[config.mk]
export PLATFORM = sky130hd
export DESIGN_NAME = csu_power_sequencer
export DESIGN_NICKNAME = d
export VERILOG_FILES = /design/src/rtl/csu_pkg.sv /design/src/rtl/csu_code_decoder.sv /design/src/rtl/csu_power_sequencer.sv
export SDC_FILE = /design/constraint.sdc
export NUM_CORES = 1
export LEC_CHECK = 0
export CAP_MARGIN = 20
export CORE_ASPECT_RATIO = 1.4
export CORE_MARGIN = 2
export CORE_UTILIZATION = 50
export DETAILED_ROUTE_END_ITERATION = 10
export GPL_TIMING_DRIVEN = 0
export HOLD_SLACK_MARGIN = 0.15
export PLACE_DENSITY_LB_ADDON = 0.3
export SYNTH_ARGS = -nofsm -noshare
export SYNTH_HDL_FRONTEND = slang
export SYNTH_HIERARCHICAL = 1
export SYNTH_SLANG_ARGS = --single-unit
[constraint.sdc]
create_clock -name clk -period 2.6 [get_ports clk]
set_input_delay 0.52 -clock clk [delete_from_list [all_inputs] [get_ports clk]]
set_output_delay 0.52 -clock clk [all_outputs]
set_load 0.05 [all_outputs]
[src/rtl/csu_pkg.sv]
// Shared definitions for the DAC current-source-unit power sequencer.
// Provides the FSM state encoding, default array geometry, the DAC code
// width and the saturated full-scale code.
package csu_pkg;

  typedef enum logic [2:0] {
    ST_OFF    = 3'd0,
    ST_BIAS   = 3'd1,
    ST_RAMP   = 3'd2,
    ST_ACTIVE = 3'd3,
    ST_RAMPDN = 3'd4
  } csu_state_e;

  localparam int unsigned N_THERM_DEF = 17;
  localparam int unsigned N_BIN_DEF   = 6;
  localparam int unsigned CODE_W      = 12;

  // 17 thermometer units, all binary units and the half-LSB unit on.
  localparam logic [CODE_W-1:0] FULL_SCALE = 12'd2303;

endpackage

[src/rtl/csu_code_decoder.sv]
// Combinational DAC code decoder.
// Splits a code into thermometer count, binary enables and half-LSB enable,
// replacing any code whose thermometer field exceeds N_THERM by full scale.
// Ports:
//   code      in   CODE_W  raw DAC code ([MSBs] therm count, [N_BIN:1] binary, [0] half-LSB)
//   tgt_cnt   out  CNT_W   thermometer unit count after saturation
//   tgt_bin   out  N_BIN   binary unit enables after saturation
//   tgt_half  out  1       half-LSB unit enable after saturation
//   sat       out  1       code was out of range and has been saturated
module csu_code_decoder
  import csu_pkg::*;
#(
  parameter int unsigned N_THERM = N_THERM_DEF,
  parameter int unsigned N_BIN   = N_BIN_DEF,
  localparam int unsigned CNT_W  = CODE_W - 1 - N_BIN
) (
  input  logic [CODE_W-1:0] code,
  output logic [CNT_W-1:0]  tgt_cnt,
  output logic [N_BIN-1:0]  tgt_bin,
  output logic              tgt_half,
  output logic              sat
);

  logic [CODE_W-1:0] eff_code;

  always_comb begin
    sat      = 32'(code[CODE_W-1 -: CNT_W]) > N_THERM;
    eff_code = sat ? FULL_SCALE : code;
    tgt_cnt  = eff_code[CODE_W-1 -: CNT_W];
    tgt_bin  = eff_code[N_BIN:1];
    tgt_half = eff_code[0];
  end

endmodule

[src/rtl/csu_power_sequencer.sv]
// Power sequencer for the DAC current-source-unit array.
// Powers the bias up, waits for it to settle, ramps thermometer units on one
// at a time, tracks new codes while active, and ramps units off again before
// removing bias. Also gates the analog test-bus selection.
// Ports:
//   clk, rst       clock, asynchronous active-high reset
//   enable         1 = request array active, 0 = request power-down
//   code_valid/ready  code handshake; code is the 12-bit DAC code
//   atb_sel_req    requested test-bus selection
//   pdb            bias power-down-bar
//   atb_ena        test-bus enable (follows atb_sel_req only while ACTIVE)
//   therm_en       thermometer unit enables (lowest active-count units on)
//   bin_en         binary unit enables
//   bin0_red_en    half-LSB unit enable
//   state          current FSM state (OFF/BIAS/RAMP/ACTIVE/RAMPDN)
//   sat_err        one-cycle pulse after an out-of-range code is accepted
module csu_power_sequencer
  import csu_pkg::*;
#(
  parameter int unsigned N_THERM       = N_THERM_DEF,
  parameter int unsigned N_BIN         = N_BIN_DEF,
  parameter int unsigned SETTLE_CYCLES = 64,
  parameter int unsigned RAMP_STEP     = 4
) (
  input  logic               clk,
  input  logic               rst,
  input  logic               enable,
  input  logic               code_valid,
  output logic               code_ready,
  input  logic [CODE_W-1:0]  code,
  input  logic [1:0]         atb_sel_req,
  output logic               pdb,
  output logic [1:0]         atb_ena,
  output logic [N_THERM-1:0] therm_en,
  output logic [N_BIN-1:0]   bin_en,
  output logic               bin0_red_en,
  output logic [2:0]         state,
  output logic               sat_err
);

  localparam int unsigned CNT_W = CODE_W - 1 - N_BIN;
  localparam int unsigned SET_W = $clog2(SETTLE_CYCLES + 1);
  localparam int unsigned STP_W = $clog2(RAMP_STEP + 1);

  localparam logic [CNT_W-1:0] CNT_ONE     = CNT_W'(1);
  localparam logic [SET_W-1:0] SETTLE_LAST = SET_W'(SETTLE_CYCLES - 1);
  localparam logic [STP_W-1:0] STEP_LAST   = STP_W'(RAMP_STEP - 1);

  csu_state_e        state_q;
  logic [CNT_W-1:0]  act_cnt;
  logic [CNT_W-1:0]  tgt_cnt;
  logic [N_BIN-1:0]  tgt_bin;
  logic              tgt_half;
  logic [SET_W-1:0]  settle_tmr;
  logic [STP_W-1:0]  step_tmr;

  logic [CNT_W-1:0]  dec_cnt;
  logic [N_BIN-1:0]  dec_bin;
  logic              dec_half;
  logic              dec_sat;
  logic              accept;

  // Target as it will be after this edge; lets a code accepted in the last
  // BIAS cycle still be applied at RAMP entry.
  logic [N_BIN-1:0]  nxt_bin;
  logic              nxt_half;

  csu_code_decoder #(
    .N_THERM (N_THERM),
    .N_BIN   (N_BIN)
  ) u_dec (
    .code     (code),
    .tgt_cnt  (dec_cnt),
    .tgt_bin  (dec_bin),
    .tgt_half (dec_half),
    .sat      (dec_sat)
  );

  function automatic logic [N_THERM-1:0] therm_mask(input logic [CNT_W-1:0] cnt);
    logic [N_THERM-1:0] m;
    m = '0;
    for (int unsigned i = 0; i < N_THERM; i++) m[i] = (i < 32'(cnt));
    return m;
  endfunction

  always_comb begin
    accept   = code_valid && code_ready;
    nxt_bin  = accept ? dec_bin  : tgt_bin;
    nxt_half = accept ? dec_half : tgt_half;
  end

  assign state = state_q;

  always_ff @(posedge clk or posedge rst) begin
    if (rst) begin
      state_q     <= ST_OFF;
      pdb         <= 1'b0;
      code_ready  <= 1'b1;
      atb_ena     <= '0;
      therm_en    <= '0;
      bin_en      <= '0;
      bin0_red_en <= 1'b0;
      sat_err     <= 1'b0;
      act_cnt     <= '0;
      tgt_cnt     <= '0;
      tgt_bin     <= '0;
      tgt_half    <= 1'b0;
      settle_tmr  <= '0;
      step_tmr    <= '0;
    end else begin
      sat_err <= accept && dec_sat;
      atb_ena <= '0;
      if (accept) begin
        tgt_cnt  <= dec_cnt;
        tgt_bin  <= dec_bin;
        tgt_half <= dec_half;
      end

      case (state_q)
        ST_OFF: begin
          pdb         <= 1'b0;
          therm_en    <= '0;
          bin_en      <= '0;
          bin0_red_en <= 1'b0;
          act_cnt     <= '0;
          if (enable) begin
            state_q    <= ST_BIAS;
            pdb        <= 1'b1;
            settle_tmr <= '0;
          end
        end

        ST_BIAS: begin
          if (!enable) begin
            state_q    <= ST_OFF;
            pdb        <= 1'b0;
          end else if (settle_tmr == SETTLE_LAST) begin
            state_q     <= ST_RAMP;
            code_ready  <= 1'b0;
            step_tmr    <= '0;
            act_cnt     <= '0;
            bin_en      <= nxt_bin;
            bin0_red_en <= nxt_half;
          end else begin
            settle_tmr <= settle_tmr + SET_W'(1);
          end
        end

        ST_RAMP: begin
          if (!enable) begin
            state_q     <= ST_RAMPDN;
            step_tmr    <= '0;
            bin_en      <= '0;
            bin0_red_en <= 1'b0;
          end else if (act_cnt == tgt_cnt) begin
            state_q    <= ST_ACTIVE;
            code_ready <= 1'b1;
          end else if (step_tmr == STEP_LAST) begin
            step_tmr <= '0;
            act_cnt  <= act_cnt + CNT_ONE;
            therm_en <= therm_mask(act_cnt + CNT_ONE);
          end else begin
            step_tmr <= step_tmr + STP_W'(1);
          end
        end

        ST_ACTIVE: begin
          // Power-down wins over a same-cycle accept: the code is kept as
          // target but never reaches the array.
          if (!enable) begin
            state_q     <= ST_RAMPDN;
            code_ready  <= 1'b0;
            step_tmr    <= '0;
            bin_en      <= '0;
            bin0_red_en <= 1'b0;
          end else begin
            atb_ena <= atb_sel_req;
            if (accept) begin
              act_cnt     <= dec_cnt;
              therm_en    <= therm_mask(dec_cnt);
              bin_en      <= dec_bin;
              bin0_red_en <= dec_half;
            end
          end
        end

        ST_RAMPDN: begin
          if (act_cnt == '0) begin
            state_q    <= ST_OFF;
            pdb        <= 1'b0;
            code_ready <= 1'b1;
          end else if (step_tmr == STEP_LAST) begin
            step_tmr <= '0;
            act_cnt  <= act_cnt - CNT_ONE;
            therm_en <= therm_mask(act_cnt - CNT_ONE);
          end else begin
            step_tmr <= step_tmr + STP_W'(1);
          end
        end

        default: begin
          state_q    <= ST_OFF;
          pdb        <= 1'b0;
          code_ready <= 1'b1;
        end
      endcase
    end
  end

endmodule

After elaboration in Yosys (flattened, before gate mapping). Index checks and enable logic that the tools add are counted.

Shifts and indexed selects: 0. $add $sub $neg: 4. Reduce and logical (&&, ||, !) cells: 18. Bitwise logic cells: 2. $mul: 0. Multiplexer cells: 64. Div/mod/pow operators: 0. Magnitude comparators: 52. Equality and inequality tests: 27.

Operator list (number): $lt 4x5->1 const A (24); $mux 17 (7); $pmux 17 s4 (1); $lt 3x5->1 const A (12); $mux 5 (9); $mux 3 (14); $mux 6 (6); $ne 2x2->1 const B (16); $lt 1x5->1 const A (6); $lt 2x5->1 const A (6); $pmux 5 s5 (1); $pmux 6 s4 (1); $mux 7 (3); $lt 5x5->1 const A (3); $pmux 3 s5 (1); $pmux 7 s2 (1); $mux 1 (13); $mux 12 (1); $ne 3x3->1 const B (4); $pmux 3 s4 (1); $reduce_bool 4->1 (3); $reduce_and 10->1 (1); $reduce_and 5->1 (2); $eq 3x2->1 const B (3); other kinds (24) (28).

Output and inout bits: 32. Flip-flop bits (word level): 59. RAM bits: 0. Latch bits: 0. Memory bits (read-only): 0. Memories kept: 0. Bits of input ports: 18. Logic and storage cells: 181.

Depth between registers and ports, before layout. Gate-level depths: netlist of run 1.

Word-level depth: 6. Gate-level depth with buffers: 10. Gate-level depth less buffers: 8.

Cells and area by module. The synthesis of run 1 kept the hierarchy.

By module, submodules not included: csu_power_sequencer (cells an instance 411, instances 1, area an instance 3691.0 µm²); csu_code_decoder (cells an instance 14, instances 1, area an instance 97.6 µm²).

Worst setup path before layout of run 1. OpenSTA, ideal clock, no wires.

Path kind: reg2reg. Start point: reg act_cnt[0]. End point: reg therm_en[0]. Slack: 0.332 ns. Arrival: 2.144 ns. Stages on the path, launching flop included: 11. Cell sequence: dfrtp_1 buf_6 inv_1 ha_1 buf_2 o211ai_1 o22a_1 o211ai_2 o211a_4 a31oi_2 a211o_1.

Cells in the longest elaborated chain, start to end: 6. Elaborated cells between the ends (all ways): 15.

RTL lines: from (decl) (RTL line csu_power_sequencer.sv:50) `logic [CNT_W-1:0] act_cnt;`; from (signal assigned) (RTL line csu_power_sequencer.sv:160) `act_cnt <= act_cnt + CNT_ONE;`; from (signal assigned) (RTL line csu_power_sequencer.sv:179) `act_cnt <= dec_cnt;`; from (signal assigned) (RTL line csu_power_sequencer.sv:194) `act_cnt <= act_cnt - CNT_ONE;`; $add 5x1->5 (RTL line csu_power_sequencer.sv:161) `therm_en <= therm_mask(act_cnt + CNT_ONE);`; $lt 1x5->1 (RTL line csu_power_sequencer.sv:82) `for (int unsigned i = 0; i < N_THERM; i++) m[i] = (i < 32'(cnt));`; $mux 17 (RTL line csu_power_sequencer.sv:158) `end else if (step_tmr == STEP_LAST) begin`; $mux 17 (RTL line csu_power_sequencer.sv:155) `end else if (act_cnt == tgt_cnt) begin`; $mux 17 (RTL line csu_power_sequencer.sv:150) `if (!enable) begin`; $pmux 17 s4 (RTL line csu_power_sequencer.sv:119) `case (state_q)`; to (signal assigned) (RTL line csu_power_sequencer.sv:161); to (signal assigned) (RTL line csu_power_sequencer.sv:180) `therm_en <= therm_mask(dec_cnt);`; to (signal assigned) (RTL line csu_power_sequencer.sv:195) `therm_en <= therm_mask(act_cnt - CNT_ONE);`; to (decl) (RTL line csu_power_sequencer.sv:34) `output logic [N_THERM-1:0] therm_en,`.

Parallel ways exist; a longest one is shown, timed or not. The select of a mux whose other input is x is not followed. A chain may end at the register's enable or synchronous reset.

Worst setup path after layout of run 1. Same ends and word-level chain as after synthesis.

==> results.cfg, run 1 <==
[run_status]
status = finished clean

[critical_path]
path_common_cell = buf_6
crit_family = compound AO/OA/AOI/OAI gates
cp-start-kind = flop
path_class = flop to flop
arrival_ps = 2790
path_max_fanout = 10
path_cells = buf_6, clkinvlp_4, ha_1, nor4b_1, a21boi_1, o22ai_2, or3_4, buf_6, a211o_1
slowest_delay_ps = 430
critPathSlowestCell = or3_4
end_kind = flop
cp.required_ps = 2850
cp_num_buf_inv = 3

[placed_design]
placed_cells = 572
portBuffers = 49
finalWeightedCongestion = 0.9743
hpwl_mm = 7.936

[global_routing]
grt_pass1_wl_mm = 17.60
grt_usage_pct = 27.14
grt_start_max_net_pins = 31
overflow = 0
antenna_found_initial = 0
grt_pass1_vias = 3669

[route]
drtPass1Iterations = 5
routed_wirelength_mm = 10.95
vias = 3731
drt_first_iter_violations = 390
viasPerCell = 6.281
final_antenna_net_count = 0
wire_per_inst_um = 18.43
remaining_drc_errors = 0

[timing]
timing.setup.tns_ps = 0
worst_slew_pin_slew_ps = 647.4
fin_crit_sh_pct = 97.73
max_freq_mhz = 393.5
holdWs_ps = 489.6
slew_headroom_pct = 56.78
setup_viol = 0
slew_viol_final = 0
finalClockSkew_ps = 8.282
period_needed_ps = 2541
finalHoldViolCount = 0

[floorplanning]
die_area_sq_mm = 0.008300
fp.dieW_um = 77.57
die_y_um = 107.0
initial_core_util_pct = 51.47
core_area_sq_mm = 0.007361
rows = 37
ios = 50

[finish]
n_fill_cell = 605
antenna_cells = 0
mostFrequentLayoutCell = dfrtp_1
drive_above_1_share_pct = 15.49
nets = 515
syn2layout_area_growth_pct = 24.44
final_cell_mix = 57 x dfrtp_1, 50 x nand2_1, 49 x clkdlybuf4s50_1
fin_cells = 594

[clocking]
cts_buffers = 9
path_clk_slew_ps = 80
clkSinkCount = 59
htreeDepth = 3
tritoncts = built
cts_buffer_depth = 2
clock_latency_ps = 360
cts-root-buf = clkbuf_8

[synth]
seq_area_frac_synth_pct = 39.00
synth.avg_cell_area_sq_um = 8.914
synth_area_leader_cell = dfrtp_1
netlist_area_sq_mm = 0.003789
synthTopCellsByArea = dfrtp_1 38%, nand2_1 5.0%, mux2_2 3.9%, a21oi_1 3.0%, o21ai_0 3.0%
async_reset_ff_share_pct = 100.0
synth_cell_types = 73
synthesis.nets = 448
ys_ff_latch = 59
syn_inst = 425
yosysWarnings = 6
yosys.area.top_type_share_pct = 38.31
synth_ff_type = dfrtp_1
synth_edf_count = 0

[power]
p_per_area_mw_per_mm2 = 527.2
peakVddDrop_mv = 0.4891
p_leak_nw = 1.982

[job]
drv_cap = 0

[hold_path]
min_path_type = flop to flop
-- logic make-up (layout without fill, tap and decap cells) --
kind of cell	after synthesis	count (layout)	synth area share [%]
compound gates	141	141	26.19
xor+xnor	10	10	2.312
mux	15	15	4.392
simple gates	150	150	20.97
flops	59	59	39.00
fa+ha+maj	5	5	1.651
buf+inv	45	117	5.482
-- flip-flops by register name, summed over array words and instances (netlist names), 2 cells and up --
name / cells
therm_en: 17
settle_tmr: 7
bin_en: 6
tgt_bin: 6
act_cnt: 5
tgt_cnt: 5
state: 3
step_tmr: 3
atb_ena: 2
-- final timing paths --
| path | startpoint | end | slack [ps] | cells after the start |
|---|---|---|---|---|
| worst min-delay path | therm_en[12] | therm_en[12] | 490 | 2 |
| worst max-delay path | act_cnt[0] | therm_en[0] | 60 | 9 |
| min in group asynchronous | rst | act_cnt[2] | 570 | 2 |
| worst min register to register | therm_en[12] | therm_en[12] | 490 | 2 |
| max in group asynchronous | rst | code_ready | 1370 | 3 |
| worst max register to register | act_cnt[0] | therm_en[0] | 60 | 9 |
-- what timing repair did --
item	CTS	global route
pin swaps	2	2
setup endpoints to repair	22	20
gates resized for setup	3	12
hold buffers	0	0
setup buffers	2	4
-- area by class of cell --
cell class                      instances  area (sq um)  share of cell area (%)
Buffer                                 30         158.9                   3.370
Clock buffer                            9         123.9                   2.627
Clock inverter                          7         81.33                   1.725
Inverter                               15         60.06                   1.274
Multi-Input combinational cell        321          2135                   45.28
Sequential cell                        59          1479                   31.37
Tap cell                               97         121.4                   2.574
Timing Repair Buffer                   56         555.5                   11.78
-- metal layers --
layer  GRT usage [%]  part of all wire (%)
met1           29.77                    39
met2           46.96                    51
met3           5.387                   4.6
met4           18.49                   5.3
met5               0                     0
-- worst reg2reg max path: cells and delay by family (launching register included) --
kind	cells	cell delay (ps)
AOI/OAI and AO/OA	3	730
and+or+nand+nor	2	590
buffers and inverters	3	470
DFF	1	400
adders and majority gates	1	240
-- stage by stage --
| stage | utilization [%] | power [mW] | area (sq um) | setup WS (ps) |
|---|---|---|---|---|
| floorplan | - | 1.416 | 3789 | 332.3 |
| global placement | 59.78 | 1.569 | 4400 | -429.2 |
| detailed placement | 60.05 | 1.587 | 4420 | -477.5 |
| CTS | 63.20 | 2.478 | 4652 | 10.67 |
| global route | 64.05 | 2.579 | 4715 | -38.50 |
| finish | 64.05 | 2.486 | 4715 | 58.95 |
-- cells in the mapped netlist, drive strengths merged (7+ instances only) --
cell type / number
buf: 14
o21ai: 36
nor2: 21
mux2: 13
nand3: 15
clkbuf: 16
inv: 15
dfrtp: 58
nand2b: 12
a21oi: 24
nor2b: 8
o211ai: 7
a22o: 11
a22oi: 10
nand2: 50
a31oi: 8
nor3: 11
-- where the power goes --
group	internal [mW]	total, mW	switching [mW]
Sequential	1.01	1.06	0.0525
Combinational	0.206	0.527	0.321
Clock	0.457	0.901	0.443
Total	1.67	2.49	0.817
Power figures use the tool's default switching activity.
==> run 2: changes to the inputs <==
--- a/config.mk
+++ b/config.mk
@@ -17,3 +17,4 @@
 export SYNTH_HDL_FRONTEND = slang
 export SYNTH_HIERARCHICAL = 1
 export SYNTH_SLANG_ARGS = --single-unit
+export TNS_END_PERCENT = 50
==> run 2 against run 1 <==
Effect of this change:
- utilization barely moved
- flip-flop and latch count did not move
- maximum frequency rose by 0.15%
- critical path depth did not move
- routed wire length fell by 0.18%
- sequential power barely moved
- clock-buffer cell count did not move
- non-clock buffer count did not move
==> results.cfg, run 2 (synthesized netlist as in run 1, its figures left out) <==
[power]
peakVddDrop_mv = 0.4890
seqPwrFrac_pct = 42.6
share_comb_of_total_power_pct = 21.2
p_sw_mw = 0.8149
internal_power_mw = 1.669
power.clock.fraction_pct = 36.2
p_leak_nw = 1.979
netSwitchingFraction_pct = 32.81
p_per_area_mw_per_mm2 = 527.0

[floorplanning]
initial_core_util_pct = 51.47
die_y_um = 107.0
rows = 37
ios = 50
die_area_sq_mm = 0.008300
fp.dieW_um = 77.57
core_area_sq_mm = 0.007361

[finish]
top_register = therm_en
final_cell_mix = 57 x dfrtp_1, 50 x nand2_1, 49 x clkdlybuf4s50_1
syn2layout_area_growth_pct = 24.41
postLayoutCoreUtil_pct = 64.03
nets = 515
antenna_cells = 0
mostFrequentLayoutCell = dfrtp_1
largest_reg_flops = 17
reg.largest.list = therm_en (17), settle_tmr (7)
n_fill_cell = 605
drive_above_1_share_pct = 15.29

[clocking]
clock_latency_ps = 360
clkSinkCount = 59
cts_buffers = 9
cts-root-buf = clkbuf_8
htreeDepth = 3
tritoncts = built
cts_buffer_depth = 2
path_clk_slew_ps = 80

[timing]
period_needed_ps = 2537
finalClockSkew_ps = 10.58
slew_viol_final = 0
holdWs_ps = 489.6
fin_crit_sh_pct = 97.59
slew_headroom_pct = 56.73
setup_viol = 0
setup_slack_ps = 62.67
rsz0062_at_grt = true
finalHoldViolCount = 0
max_freq_mhz = 394.1
worst_slew_pin_slew_ps = 648.2

[run_status]
status = finished clean

[placed_design]
dpl_worst_slack_ps = -477.5
hpwl_mm = 7.936
portBuffers = 49
finalWeightedCongestion = 0.9743

[route]
drtPass1Iterations = 5
remaining_drc_errors = 0
routed_wirelength_mm = 10.93
viasPerCell = 6.263
final_antenna_net_count = 0
wire_per_inst_um = 18.40
vias = 3720
drt_first_iter_violations = 390

[global_routing]
grt_usage_pct = 27.14
grt_pass1_wl_mm = 17.60
overflow = 0
antenna_found_initial = 0
grt_start_max_net_pins = 31
grt_pass1_vias = 3669

[critical_path]
end_kind = flop
path_class = flop to flop
reg2regPathDepth = 9
path_max_fanout = 10
cp.required_ps = 2840
arrival_ps = 2780
cp-start-kind = flop

[job]
drv_cap = 0

[hold_path]
min_path_type = flop to flop
hold_depth = 2
-- run 2: cell type report --
type / instances / area [sq um] / share of cell area [%]
clock inverter: 7 / 81.33 / 1.726
multi-input combinational: 321 / 2135 / 45.29
sequential: 59 / 1479 / 31.38
timing repair buffer: 56 / 555.5 / 11.79
buffer: 30 / 157.7 / 3.345
clock buffer: 9 / 123.9 / 2.628
inverter: 15 / 60.06 / 1.274
tap: 97 / 121.4 / 2.575
-- run 2: metal layers --
layer / track usage, % / wire length [um] / part of all wire (%) / up-vias
met1: 29.77 / 4189 / 38 / 1801
met3: 5.387 / 531 / 4.9 / 55
met5: 0 / 0 / 0 / -
li1: - / - / - / 1697
met4: 18.49 / 640 / 5.9 / 0
met2: 46.96 / 5568 / 51 / 167
-- run 2: worst paths after layout --
path	start	end	slack [ps]
worst max register to register	act_cnt[0]	therm_en[0]	60
worst max-delay path	act_cnt[0]	therm_en[0]	60
max in group asynchronous	rst	code_ready	1370
worst min-delay path	therm_en[12]	therm_en[12]	490
min in group asynchronous	rst	act_cnt[2]	570
worst min register to register	therm_en[12]	therm_en[12]	490
-- run 2: critical path, cell delays in order, from the launching register on --
cell and delay (ps):
dfrtp_2 400, buf_6 160, clkinvlp_4 150, ha_1 240
nor4b_1 160, a21boi_1 270, o22ai_2 160, or3_4 430
buf_6 160, a211o_1 290
-- run 2: what timing repair did --
action / 4_1_cts / 5_1_grt
hold endpoints to repair: 0 / 0
setup buffers: 2 / 4
hold buffers: 0 / 0
endpoints found under the setup margin: 22 / 20
pin swaps: 2 / 2
gates resized for setup: 3 / 10
-- run 2: power by group through the flow --
| stage | combinational (mW) | sequential [mW] | clock, mW |
|---|---|---|---|
| 2_1_floorplan | 0.274 | 1.14 | 0 |
| 3_3_place_gp | 0.499 | 1.07 | 0 |
| 3_5_place_dp | 0.514 | 1.07 | 0 |
| 4_1_cts | 0.518 | 1.06 | 0.905 |
| 5_1_grt | 0.571 | 1.06 | 0.943 |
| 6_report | 0.526 | 1.06 | 0.900 |
-- run 2: through the flow --
| stage | std cells | power, mW | area, sq um | TNS (ps) |
|---|---|---|---|---|
| 6_report | 594 | 2.484 | 4713 | 0 |
| 5_1_grt | 594 | 2.579 | 4713 | -170.9 |
| 4_1_cts | 590 | 2.478 | 4652 | 0 |
| 3_5_place_dp | 572 | 1.587 | 4420 | -2325 |
| 3_3_place_gp | 571 | 1.569 | 4400 | -23940 |
| 2_1_floorplan | 425 | 1.416 | 3789 | 0 |
